--- src/rtl/oled_pkg.sv ---
// rtl/oled_pkg.sv - shared SSD1306 IIC word constants and packing helper
package oled_pkg;

   localparam logic [7:0] OLED_SLAVE_ADDR = 8'h78;
   localparam logic [7:0] OLED_CTRL_CMD   = 8'h00;
   localparam logic [7:0] OLED_CTRL_DATA  = 8'h40;
   localparam logic [7:0] OLED_CMD_PAGE   = 8'hB0;
   localparam logic [7:0] OLED_CMD_COL_LO = 8'h00;
   localparam logic [7:0] OLED_CMD_COL_HI = 8'h10;

   localparam int OLED_WORD_W      = 24;
   localparam int OLED_SLAVE_MSB   = 23;
   localparam int OLED_SLAVE_LSB   = 16;
   localparam int OLED_CTRL_MSB    = 15;
   localparam int OLED_CTRL_LSB    = 8;
   localparam int OLED_PAYLOAD_MSB = 7;
   localparam int OLED_PAYLOAD_LSB = 0;

   function automatic logic [OLED_WORD_W-1:0] oled_word(input logic [7:0] slave,
                                                        input logic [7:0] ctrl,
                                                        input logic [7:0] payload);
      logic [OLED_WORD_W-1:0] w;
      w = '0;
      w[OLED_SLAVE_MSB:OLED_SLAVE_LSB]     = slave;
      w[OLED_CTRL_MSB:OLED_CTRL_LSB]       = ctrl;
      w[OLED_PAYLOAD_MSB:OLED_PAYLOAD_LSB] = payload;
      return w;
   endfunction

endpackage

--- src/rtl/oled_frame_refresh.sv ---
// rtl/oled_frame_refresh.sv - streams a framebuffer to the OLED as page/column commands plus data bytes
module oled_frame_refresh
   import oled_pkg::*;
#(
   parameter logic [7:0] SLAVE_ADDR = OLED_SLAVE_ADDR,
   parameter int          PAGES      = 8,
   parameter int          COLS       = 128,
   parameter logic [7:0] COL_OFFSET = 8'd0
) (
   input  logic        sys_clk,
   input  logic        rst_n,
   input  logic        start,
   output logic        busy,
   output logic        done,
   output logic [9:0]  fb_addr,
   input  logic [7:0]  fb_data,
   output logic        wr_req,
   output logic [23:0] wr_data,
   input  logic        wr_done
);

   typedef enum logic [2:0] {S_IDLE, S_CMD, S_FETCH, S_DATA, S_GAP} state_t;

   localparam logic [3:0] LAST_PAGE = 4'(PAGES - 1);
   localparam logic [7:0] LAST_COL  = 8'(COLS - 1);
   localparam logic [9:0] COLS_W    = 10'(COLS);

   state_t      state, state_nxt;
   logic [3:0]  page;
   logic [7:0]  col;
   logic [1:0]  cmd_idx;
   logic        gap_cmd;
   logic        first_data;
   logic [7:0]  payload;
   logic [7:0]  cmd_byte;
   logic        last_byte;

   assign last_byte = (state == S_GAP) && !gap_cmd && (col == LAST_COL) && (page == LAST_PAGE);
   assign fb_addr   = {6'd0, page} * COLS_W + {2'd0, col};

   always_ff @(posedge sys_clk or negedge rst_n) begin
      if (!rst_n) state <= S_IDLE;
      else        state <= state_nxt;
   end

   always_comb begin
      state_nxt = state;
      case (state)
         S_IDLE:  if (start) state_nxt = S_CMD;
         S_CMD:   if (wr_done) state_nxt = S_GAP;
         S_FETCH: state_nxt = S_DATA;
         S_DATA:  if (wr_done) state_nxt = S_GAP;
         S_GAP: begin
            if (gap_cmd)               state_nxt = (cmd_idx == 2'd2) ? S_FETCH : S_CMD;
            else if (col != LAST_COL)  state_nxt = S_FETCH;
            else if (page != LAST_PAGE) state_nxt = S_CMD;
            else                       state_nxt = S_IDLE;
         end
         default: state_nxt = S_IDLE;
      endcase
   end

   // Counters advance only in GAP so every word's fields stay put while wr_req is high.
   always_ff @(posedge sys_clk or negedge rst_n) begin
      if (!rst_n) begin
         page       <= '0;
         col        <= '0;
         cmd_idx    <= '0;
         gap_cmd    <= 1'b0;
         first_data <= 1'b0;
         payload    <= '0;
      end else begin
         case (state)
            S_IDLE: if (start) begin
               page    <= '0;
               col     <= '0;
               cmd_idx <= '0;
               gap_cmd <= 1'b0;
            end
            S_CMD: if (wr_done) gap_cmd <= 1'b1;
            S_FETCH: first_data <= 1'b1;
            S_DATA: begin
               first_data <= 1'b0;
               if (first_data) payload <= fb_data;
               if (wr_done) gap_cmd <= 1'b0;
            end
            S_GAP: begin
               if (gap_cmd) begin
                  cmd_idx <= cmd_idx + 2'd1;
               end else if (col != LAST_COL) begin
                  col <= col + 8'd1;
               end else if (page != LAST_PAGE) begin
                  col     <= '0;
                  page    <= page + 4'd1;
                  cmd_idx <= '0;
               end
            end
            default: ;
         endcase
      end
   end

   // The RAM byte is only valid in the first DATA cycle; after that the latched copy is used.
   always_comb begin
      busy    = (state != S_IDLE);
      done    = 1'b0;
      wr_req  = 1'b0;
      wr_data = '0;
      case (cmd_idx)
         2'd0:    cmd_byte = OLED_CMD_PAGE | {4'd0, page};
         2'd1:    cmd_byte = OLED_CMD_COL_LO | {4'd0, COL_OFFSET[3:0]};
         default: cmd_byte = OLED_CMD_COL_HI | {4'd0, COL_OFFSET[7:4]};
      endcase
      case (state)
         S_CMD: begin
            wr_req  = 1'b1;
            wr_data = oled_word(SLAVE_ADDR, OLED_CTRL_CMD, cmd_byte);
         end
         S_DATA: begin
            wr_req  = 1'b1;
            wr_data = oled_word(SLAVE_ADDR, OLED_CTRL_DATA, first_data ? fb_data : payload);
         end
         S_GAP: if (last_byte) begin
            done = 1'b1;
            busy = 1'b0;
         end
         default: ;
      endcase
   end

endmodule

--- config.mk ---
export PLATFORM = sky130hd
export DESIGN_NAME = oled_frame_refresh
export DESIGN_NICKNAME = d
export VERILOG_FILES = /design/src/rtl/oled_pkg.sv /design/src/rtl/oled_frame_refresh.sv
export SDC_FILE = /design/constraint.sdc
export NUM_CORES = 1
export LEC_CHECK = 0
export CORE_UTILIZATION = 52
export DETAILED_ROUTE_END_ITERATION = 12
export GPL_ROUTABILITY_DRIVEN = 0
export MAX_ROUTING_LAYER = met4
export PLACE_DENSITY = 0.85
export SETUP_SLACK_MARGIN = 0.05
export SLEW_MARGIN = 20
export SYNTH_ARGS = -nofsm -noshare
export SYNTH_HDL_FRONTEND = slang
export SYNTH_SLANG_ARGS = --single-unit
--- constraint.sdc ---
create_clock -name sys_clk -period 4.7 [get_ports sys_clk]
set_input_delay 0.47 -clock sys_clk [delete_from_list [all_inputs] [get_ports sys_clk]]
set_output_delay 0.47 -clock sys_clk [all_outputs]
set_load 0.05 [all_outputs]
Yosys cells after proc, flatten, opt, wreduce, memory -nomap -nowiden
Cells that the tools add are included.
{"block": "totals", "ff_bits": 27, "latch_bits": 0, "ram_bits": 0, "romBits": 0, "inputBits": 12, "n_memories": 0}
{"block": "op_classes", "addsub": 4, "multipliers": 0, "div_mod_pow": 0, "n_lt_le_gt_ge": 0, "n_eq_ne": 20, "shift": 0, "mux": 35, "bitwise_logic": 0, "n_reduce_logical": 16}
{"op": "23-bit one-hot mux with 2 select lines", "count": 1}
{"op": "8-bit 2-to-1 mux", "count": 5}
{"op": "8-bit one-hot mux with 2 select lines", "count": 2}
{"op": "4-bit 2-to-1 mux", "count": 4}
{"op": "2-bit 2-to-1 mux", "count": 7}
{"op": "3-bit one-hot mux with 4 select lines", "count": 1}
{"op": "4-bit AND reduction", "count": 3}
{"op": "10-bit by 8-bit adder with 10-bit output", "count": 1}
{"op": "2-bit != test, second input constant", "count": 5}
{"op": "1-bit 2-to-1 mux", "count": 9}
{"op": "8-bit by 1-bit adder with 8-bit output, second input constant", "count": 1}
{"op": "8-bit by 7-bit == test with 1-bit output, second input constant", "count": 1}
{"op": "8-bit by 7-bit != test with 1-bit output, second input constant", "count": 1}
{"op": "4-bit one-hot mux with 2 select lines", "count": 1}
{"op": "3-bit by 2-bit == test with 1-bit output, second input constant", "count": 2}
{"op": "3-bit 2-to-1 mux", "count": 2}
{"op": "3-bit nonzero test", "count": 2}
{"op": "5-bit AND reduction", "count": 1}
{"op": "4-bit by 1-bit adder with 4-bit output, second input constant", "count": 1}
{"op": "4-bit by 3-bit == test with 1-bit output, second input constant", "count": 1}
{"op": "2-bit by 1-bit != test with 1-bit output, second input constant", "count": 2}
{"op": "4-bit by 3-bit != test with 1-bit output, second input constant", "count": 1}
{"op": "2-bit one-hot mux with 2 select lines", "count": 1}
{"op": "2-bit nonzero test", "count": 2}
{"op": "16 further kinds", "count": 18}

Logic depth before layout (Yosys ltp)
Gate-level depths: netlist of the first run.
{"block": "depth", "word_depth": 6, "depth_mapped": 6}

Worst setup path after synthesis of the first run
Ideal clock, no wire load.
{"block": "synth_timing", "path_kind": "register -> output", "startpoint": "reg state[2]", "endpoint": "out wr_data[0]", "arrival_time_ns": 2.686, "required_ns": 4.230, "slack_ns": 1.544, "path_stages_with_launch": 6, "path_buffers": 2, "path_cell_list": "dfrtp_1 buf_2 nor2b_1 clkbuf_1 nand2_1 o21ai_0"}
{"block": "synth_between", "elab_chain_len": 2, "elab_cells_between_ends": 3}
{"element": "from (decl)", "line_no": "oled_frame_refresh.sv:28", "text": "state_t state, state_nxt;"}
{"element": "from (signal assigned)", "line_no": "oled_frame_refresh.sv:43", "text": "else state <= state_nxt;"}
{"element": "3-bit by 2-bit == test with 1-bit output or 3-bit by 1-bit == test with 1-bit output (tied branches)", "line_no": "oled_frame_refresh.sv:114", "text": "case (state)"}
{"element": "23-bit one-hot mux with 2 select lines (*)", "line_no": "oled_frame_refresh.sv:114"}
{"element": "to (decl)", "line_no": "oled_frame_refresh.sv:18", "text": "output logic [23:0] wr_data,"}
Mark *: on every way between the ends. The rest lies on a longest branch, timed or not.

Final worst setup path of the first run
{"block": "layout_timing", "startpoint": "reg state[2]", "endpoint": "out wr_data[3]"}
The elaborated chain is that of the path after synthesis.

==> results of run 1 <==
==> layout by cell type, fill, tap and decap left out, types with 3 or more instances in the layout <==
cell	count
sky130_fd_sc_hd__clkdlybuf4s50_1	37
sky130_fd_sc_hd__dfrtp_1	27
sky130_fd_sc_hd__o21ai_0	17
sky130_fd_sc_hd__nand2_1	15
sky130_fd_sc_hd__mux2_2	11
sky130_fd_sc_hd__conb_1	11
sky130_fd_sc_hd__nor2_1	9
sky130_fd_sc_hd__mux2i_1	8
sky130_fd_sc_hd__a21oi_1	7
sky130_fd_sc_hd__nand3_1	7
sky130_fd_sc_hd__ha_1	7
sky130_fd_sc_hd__inv_1	6
sky130_fd_sc_hd__nor2b_1	4
sky130_fd_sc_hd__o31ai_1	4
sky130_fd_sc_hd__nor3_1	4
sky130_fd_sc_hd__o22a_1	3
sky130_fd_sc_hd__clkbuf_4	3
==> logic make-up after synthesis <==
| family | share of synthesized area (%) |
|---|---|
| AO/OA/AOI/OAI | 18.7 |
| XOR/XNOR | 0.473 |
| adder cells (fa/ha/maj) | 4.73 |
| buffers and inverters | 12.6 |
| flip-flops | 36.5 |
| multiplexers | 11.0 |
| other | 0.203 |
| AND/OR/NAND/NOR | 15.8 |
==> final timing paths <==
| check | from | end | slack [ns] |
|---|---|---|---|
| setup / recovery | state[2] | wr_data[3] | 1.41 |
| min in group sys_clk | payload[1] | payload[1] | 0.52 |
| max in group asynchronous | rst_n | state[1] | 3.95 |
| hold reg to reg | payload[1] | payload[1] | 0.52 |
| setup reg to reg | state[2] | payload[7] | 2.66 |
| hold / removal | rst_n | payload[4] | 0.49 |
==> where the power goes <==
part	leakage, nW	internal, W	total, W	switching [W]
Sequential	0.349	0.000296	0.000377	0.0000804
Combinational	0.585	0.000238	0.000641	0.000403
Clock	0.0139	0.0000326	0.000103	0.0000701
Total	0.947	0.000567	0.00112	0.000554
==> state kept, by name (all words and copies together) (netlist names) <==
register	cells
page	4
state	3
gap_cmd	1
cmd_idx	2
payload	8
first_data	1
col	8
==> per-stage QoR <==
stage / total power (W) / setup slack [ns]
detailed placement: 0.00102 / 1.79
CTS: 0.00112 / 1.40
global route: 0.00119 / 1.11
floorplan: 0.000887 / 1.54
finish: 0.00112 / 1.41
global placement: 0.00101 / 1.85
==> worst max-delay path: stages, from the launching register on <==
cell and delay (ns):
sky130_fd_sc_hd__dfrtp_1 0.51, sky130_fd_sc_hd__nor2b_1 0.58, sky130_fd_sc_hd__nand2_1 0.32, sky130_fd_sc_hd__o21ai_0 0.25
sky130_fd_sc_hd__clkdlybuf4s50_1 0.84
==> final cells by class <==
class	count	area, um^2
Fill cell	295	1220
Multi-Input combinational cell	142	981
Sequential cell	27	676
Timing Repair Buffer	38	378
Tap cell	46	57.6
Clock buffer	3	22.5
Inverter	6	22.5
Clock inverter	1	7.51
==> routing by layer <==
layer  track usage (%)  up-vias
met5                 -        -
met4              8.57        0
met3              1.26        5
met2              31.0       49
met1              27.5      706
li1                  -      715
==> summary.md, run 1 <==
| Metric | Value |
|---|---|
| Worst reg2reg path depth | `3` |
| Antenna-violating nets left | `0` |
| Critical path capture point type | `output port` |
| Most used standard cells in the synthesized netlist | `sky130_fd_sc_hd__dfrtp_1, sky130_fd_sc_hd__buf_4, sky130_fd_sc_hd__o21ai_0` |
| Startpoint Class | `flip-flop` |
| Number of max-slew violations in the final report | `0` |
| Proportion of layout cells with a drive suffix above 1 | `10.1%` |
| Crit path max fanout | `12` |
| Peak supply drop | `0.000381 V` |
| Number of vias per cell | `5.61` |
| Total of hold buffers inserted after clock tree synthesis | `0` |
| Post-CTS Resized | `0` |
| Number of primary I/O pins | `49` |
| Area of the mapped netlist | `0.00185 mm^2` |
| Die area | `0.00380 mm^2` |
| Root buffer cell | `sky130_fd_sc_hd__clkbuf_4` |
| Avg WL per Cell | `13.4 um` |
| Cells after synthesis | `196` |
| RSZ-0062 raised after global routing | `false` |
| Die width | `61.7 um` |
| Via count of the first global-routing pass | `1,241` |
| Signed area change from the synthesized netlist to the final layout | `15.8%` |
| Top routing layer in use | `met4` |
| Proportion of netlist area held by the largest area contributor | `36.5%` |
| Max-Cap Viols | `0` |
| Synth Warn # | `0` |
| Met1 Routed Length | `1620 um` |
| Sum of negative setup slack | `0 ns` |
| Global-route wire length before repair | `5460 um` |
| Most used standard cell by instance count after synthesis | `sky130_fd_sc_hd__dfrtp_1` |
| Worst Path Required | `4.23 ns` |
| HPWL Detailed | `2630 um` |
| Number of post-CTS setup repair buffers | `0` |
| Worst Tran Pin Value | `0.878 ns` |
| DIE HEIGHT | `61.7 um` |
| EDFF count, synth | `0` |
| Number of standard cells in the final layout excluding fillers | `263` |
| Cell taking the most area after synthesis | `sky130_fd_sc_hd__dfrtp_1` |
| Number of placed instances, taps included | `259` |
| Total Routed Length | `3520 um` |
| Aggregate global-route resource usage | `20.1%` |
| Setup skew after layout | `0.00310 ns` |
| DP Area | `0.00211 mm^2` |
| Final Hold Viols | `0` |
| Post-detailed-route DRC marker count | `0` |
| Total gr overflow | `0` |
| TritonCTS buffer count | `3` |
| Initial Utilization | `55.1%` |
| Buffers from clock root to sink, at most | `2` |
| Synthesized area per cell | `9.45 um^2` |
| Power density over the cells | `523 mW/mm^2` |
| Sinks on Clock Net | `27` |
| Outcome | `complete, no violations` |
| Arrival time of the worst setup path | `2.82 ns` |
| Drt first pass iters | `4` |
| Clock latency of the later-clocked register in the worst-skew pair | `0.33 ns` |
| CTS tree | `done` |
| Largest cells by area after synthesis | `sky130_fd_sc_hd__dfrtp_1, sky130_fd_sc_hd__buf_4, sky130_fd_sc_hd__mux2_2` |
| CTS H-tree depth | `1` |
| Final non-filler cell area | `0.00214 mm^2` |
| Starting DRC count in detailed routing | `58` |
| Number of synthesized register bits | `27` |
| Count of antenna diodes in the layout | `0` |
| Tmin final | `3.29 ns` |
| Type of the tightest min-delay check | `primary input to async pin` |
| Maximum clock frequency | `304 MHz` |
| Hold slack final | `0.494 ns` |
| Number of antenna violations at the first check in global routing | `0` |
| Vias post-DR | `1,475` |
| Nets@finish | `237` |
| Wire length on met3 | `139 um` |
| Main flop type after synthesis | `sky130_fd_sc_hd__dfrtp_1` |
| Number of library cell types mapped by synthesis | `47` |
| Static leakage | `0.947 nW` |
| Post-synthesis sequential area ratio | `36.5%` |
| Async set-or-reset flop fraction in the synthesized netlist | `100%` |
| Largest net degree at the start of global routing | `28` |
| Port Buf Inserts | `37` |
| Core region area | `0.00336 mm^2` |
| Number of standard-cell rows in the floorplan | `21` |
| Type of the worst setup path | `flip-flop to output port` |
| Tcrit/Tclk final | `70.1%` |
| Layout Utilization | `63.8%` |
| Headroom to the max-slew limit | `41.0%` |
| Post-CTS clock slew at the launch and capture registers of the worst setup and hold paths | `0.15 ns` |
| Wire length on met2 | `1700 um` |
| Final setup violation count | `0` |
No activity file was read; power rests on OpenSTA's default activity.
==> run 2: changes to the inputs <==
- CORE_UTILIZATION: 52 -> 49
- PLACE_DENSITY: 0.85 -> 0.81
- clock period: 4.7 -> 3.4 ns (I/O delays scaled with it)
==> summary.md, run 2 (synthesis results as in run 1) <==
| Metric | Value |
|---|---|
| CTS H-tree depth | `1` |
| Tcrit/Tclk final | `88.9%` |
| Total gr overflow | `0` |
| Avg WL per Cell | `14.8 um` |
| Antenna-violating nets left | `0` |
| Critical path capture point type | `output port` |
| Drt first pass iters | `4` |
| Post-detailed-route DRC marker count | `0` |
| Global-route wire length before repair | `6620 um` |
| Number of max-slew violations in the final report | `0` |
| Internal power summed over all cells | `0.000833 W` |
| Sum of negative setup slack | `0 ns` |
| Count of antenna diodes in the layout | `0` |
| Post-CTS clock slew at the launch and capture registers of the worst setup and hold paths | `0.09 ns` |
| Number of antenna violations at the first check in global routing | `0` |
| DIE HEIGHT | `63.5 um` |
| Outcome | `complete, no violations` |
| Critical path buffers and inverters | `1` |
| Number of primary I/O pins | `49` |
| Starting DRC count in detailed routing | `52` |
| Number of vias per cell | `5.63` |
| Post-CTS Resized | `0` |
| Core region area | `0.00347 mm^2` |
| Signed area change from the synthesized netlist to the final layout | `17.0%` |
| Worst Path Required | `3.06 ns` |
| Setup skew after layout | `0.00222 ns` |
| Number of standard-cell rows in the floorplan | `21` |
| Clock power frac | `11.4%` |
| Total of hold buffers inserted after clock tree synthesis | `0` |
| RR Endpoint | `col[1]` |
| Largest net degree at the start of global routing | `28` |
| Headroom to the max-slew limit | `43.1%` |
| Arrival time of the worst setup path | `2.68 ns` |
| Aggregate global-route resource usage | `21.2%` |
| Final setup violation count | `0` |
| Type of the tightest min-delay check | `primary input to async pin` |
| Root buffer cell | `sky130_fd_sc_hd__clkbuf_8` |
| Net Sw Frac | `48.2%` |
| Number of placed instances, taps included | `260` |
| Initial Utilization | `53.4%` |
| Type of the worst setup path | `flip-flop to output port` |
| Commonest non-fill, non-tap cell in the layout | `sky130_fd_sc_hd__clkdlybuf4s50_1` |
| Proportion of layout cells with a drive suffix above 1 | `10.1%` |
| Port Buf Inserts | `37` |
| Startpoint Class | `flip-flop` |
| Maximum clock frequency | `331 MHz` |
| Buffers from clock root to sink, at most | `2` |
| Number of standard cells in the final layout excluding fillers | `264` |
| Worst reg2reg path depth | `5` |
| HPWL Detailed | `2840 um` |
| Nets@finish | `238` |
| Worst Setup Slack post-DPL | `0.694 ns` |
| Via count of the first global-routing pass | `1,449` |
| Crit path max fanout | `10` |
| Final critical-path setup slack | `0.377 ns` |
| Comb power frac | `56.1%` |
| Largest registers | `col x8, payload x8, page x4` |
| Peak supply drop | `0.000545 V` |
| Die area | `0.00403 mm^2` |
| Power density over the cells | `743 mW/mm^2` |
| Max-Cap Viols | `0` |
| Number of post-CTS setup repair buffers | `0` |
| Die width | `63.5 um` |
| Slowest-stage cell, CP | `sky130_fd_sc_hd__clkdlybuf4s50_1` |
| Register-to-register setup slack | `1.41 ns` |
| Cells along the critical path | `ha_1 -> and3_1 -> nand2_1 -> nor4_1 -> clkdlybuf4s50_1` |
| Vias post-DR | `1,485` |
| CP max stage delay | `0.88 ns` |
| Sinks on Clock Net | `27` |
| Clock latency of the later-clocked register in the worst-skew pair | `0.27 ns` |
| Most frequent cells in the layout | `sky130_fd_sc_hd__clkdlybuf4s50_1, sky130_fd_sc_hd__dfrtp_1, sky130_fd_sc_hd__o21ai_0` |
| Startpoint of the worst-slack reg-to-reg timing path | `col[0]` |
| Worst Tran Pin Value | `0.847 ns` |
| TritonCTS buffer count | `3` |
| Sequential fraction of design power | `32.5%` |
| Kind of cell adding the most delay to the critical path | `simple AND/OR/NAND/NOR gates` |
| Tmin final | `3.02 ns` |
| CTS tree | `done` |
| Static leakage | `0.961 nW` |
| Net switching power figure | `0.000777 W` |
| RSZ-0062 raised after global routing | `false` |
| Final Hold Viols | `0` |
| Total Routed Length | `3900 um` |
[run 2: cell types whose count changed in the layout (fill, tap and decap cells not counted)]
cell | before | now
sky130_fd_sc_hd__clkbuf_8 | 0 | 3
sky130_fd_sc_hd__clkinvlp_4 | 1 | 0
sky130_fd_sc_hd__buf_4 | 1 | 2
sky130_fd_sc_hd__clkbuf_4 | 3 | 0
sky130_fd_sc_hd__clkbuf_1 | 0 | 1
[run 2: worst register-to-register path: cells and delay by family (launching register included)]
kind	cells	cell delay, ns
simple gates	2	0.66
compound gates	1	0.44
fa+ha+maj	1	0.20
flops	1	0.40
mux	1	0.23
[run 2: final cells by class]
class | count | area [um^2]
clock buffer | 4 | 45.0
fill | 309 | 1300
inverter | 6 | 22.5
multi-input combinational | 142 | 981
sequential | 27 | 676
tap | 46 | 57.6
timing repair buffer | 39 | 385
[run 2: how the worst max path moves through the flow]
stage | from | cells after the start | endpoint | slack (ns)
after floorplan | state[2] | 5 | wr_data[0] | 0.37
after global placement | col[0] | 5 | done | 0.78
after detailed placement | col[0] | 5 | done | 0.69
after CTS | col[0] | 5 | done | 0.37
after global routing | col[1] | 5 | done | 0.16
final | col[0] | 5 | done | 0.38
[run 2: routing by layer]
| layer | share of wire, % | vias to the layer above | track usage [%] |
|---|---|---|---|
| li1 | - | 726 | - |
| met1 | 44 | 699 | 27.1 |
| met2 | 49 | 54 | 35.1 |
| met3 | 5.1 | 6 | 2.72 |
| met4 | 1.5 | 0 | 6.25 |
| met5 | 0 | - | - |
[run 2: power by group through the flow]
stage / Clock (W) / Sequential [W] / Combinational (W)
6_report: 0.000183 / 0.000523 / 0.000904
5_1_grt: 0.000199 / 0.000541 / 0.000959
4_1_cts: 0.000188 / 0.000520 / 0.000908
3_5_place_dp: 0 / 0.000527 / 0.000902
3_3_place_gp: 0 / 0.000518 / 0.000893
2_1_floorplan: 0 / 0.000463 / 0.000763
[run 2: per-stage QoR]
stage	hold slack [ns]	power [W]	cell area, um^2	utilization [%]
6_report	0.424	0.00161	2170	62.5
5_1_grt	0.457	0.00170	2170	62.5
3_3_place_gp	0.483	0.00141	2120	61.2
4_1_cts	0.442	0.00162	2170	62.5
2_1_floorplan	0.0444	0.00123	1890	-
3_5_place_dp	0.494	0.00143	2120	61.2
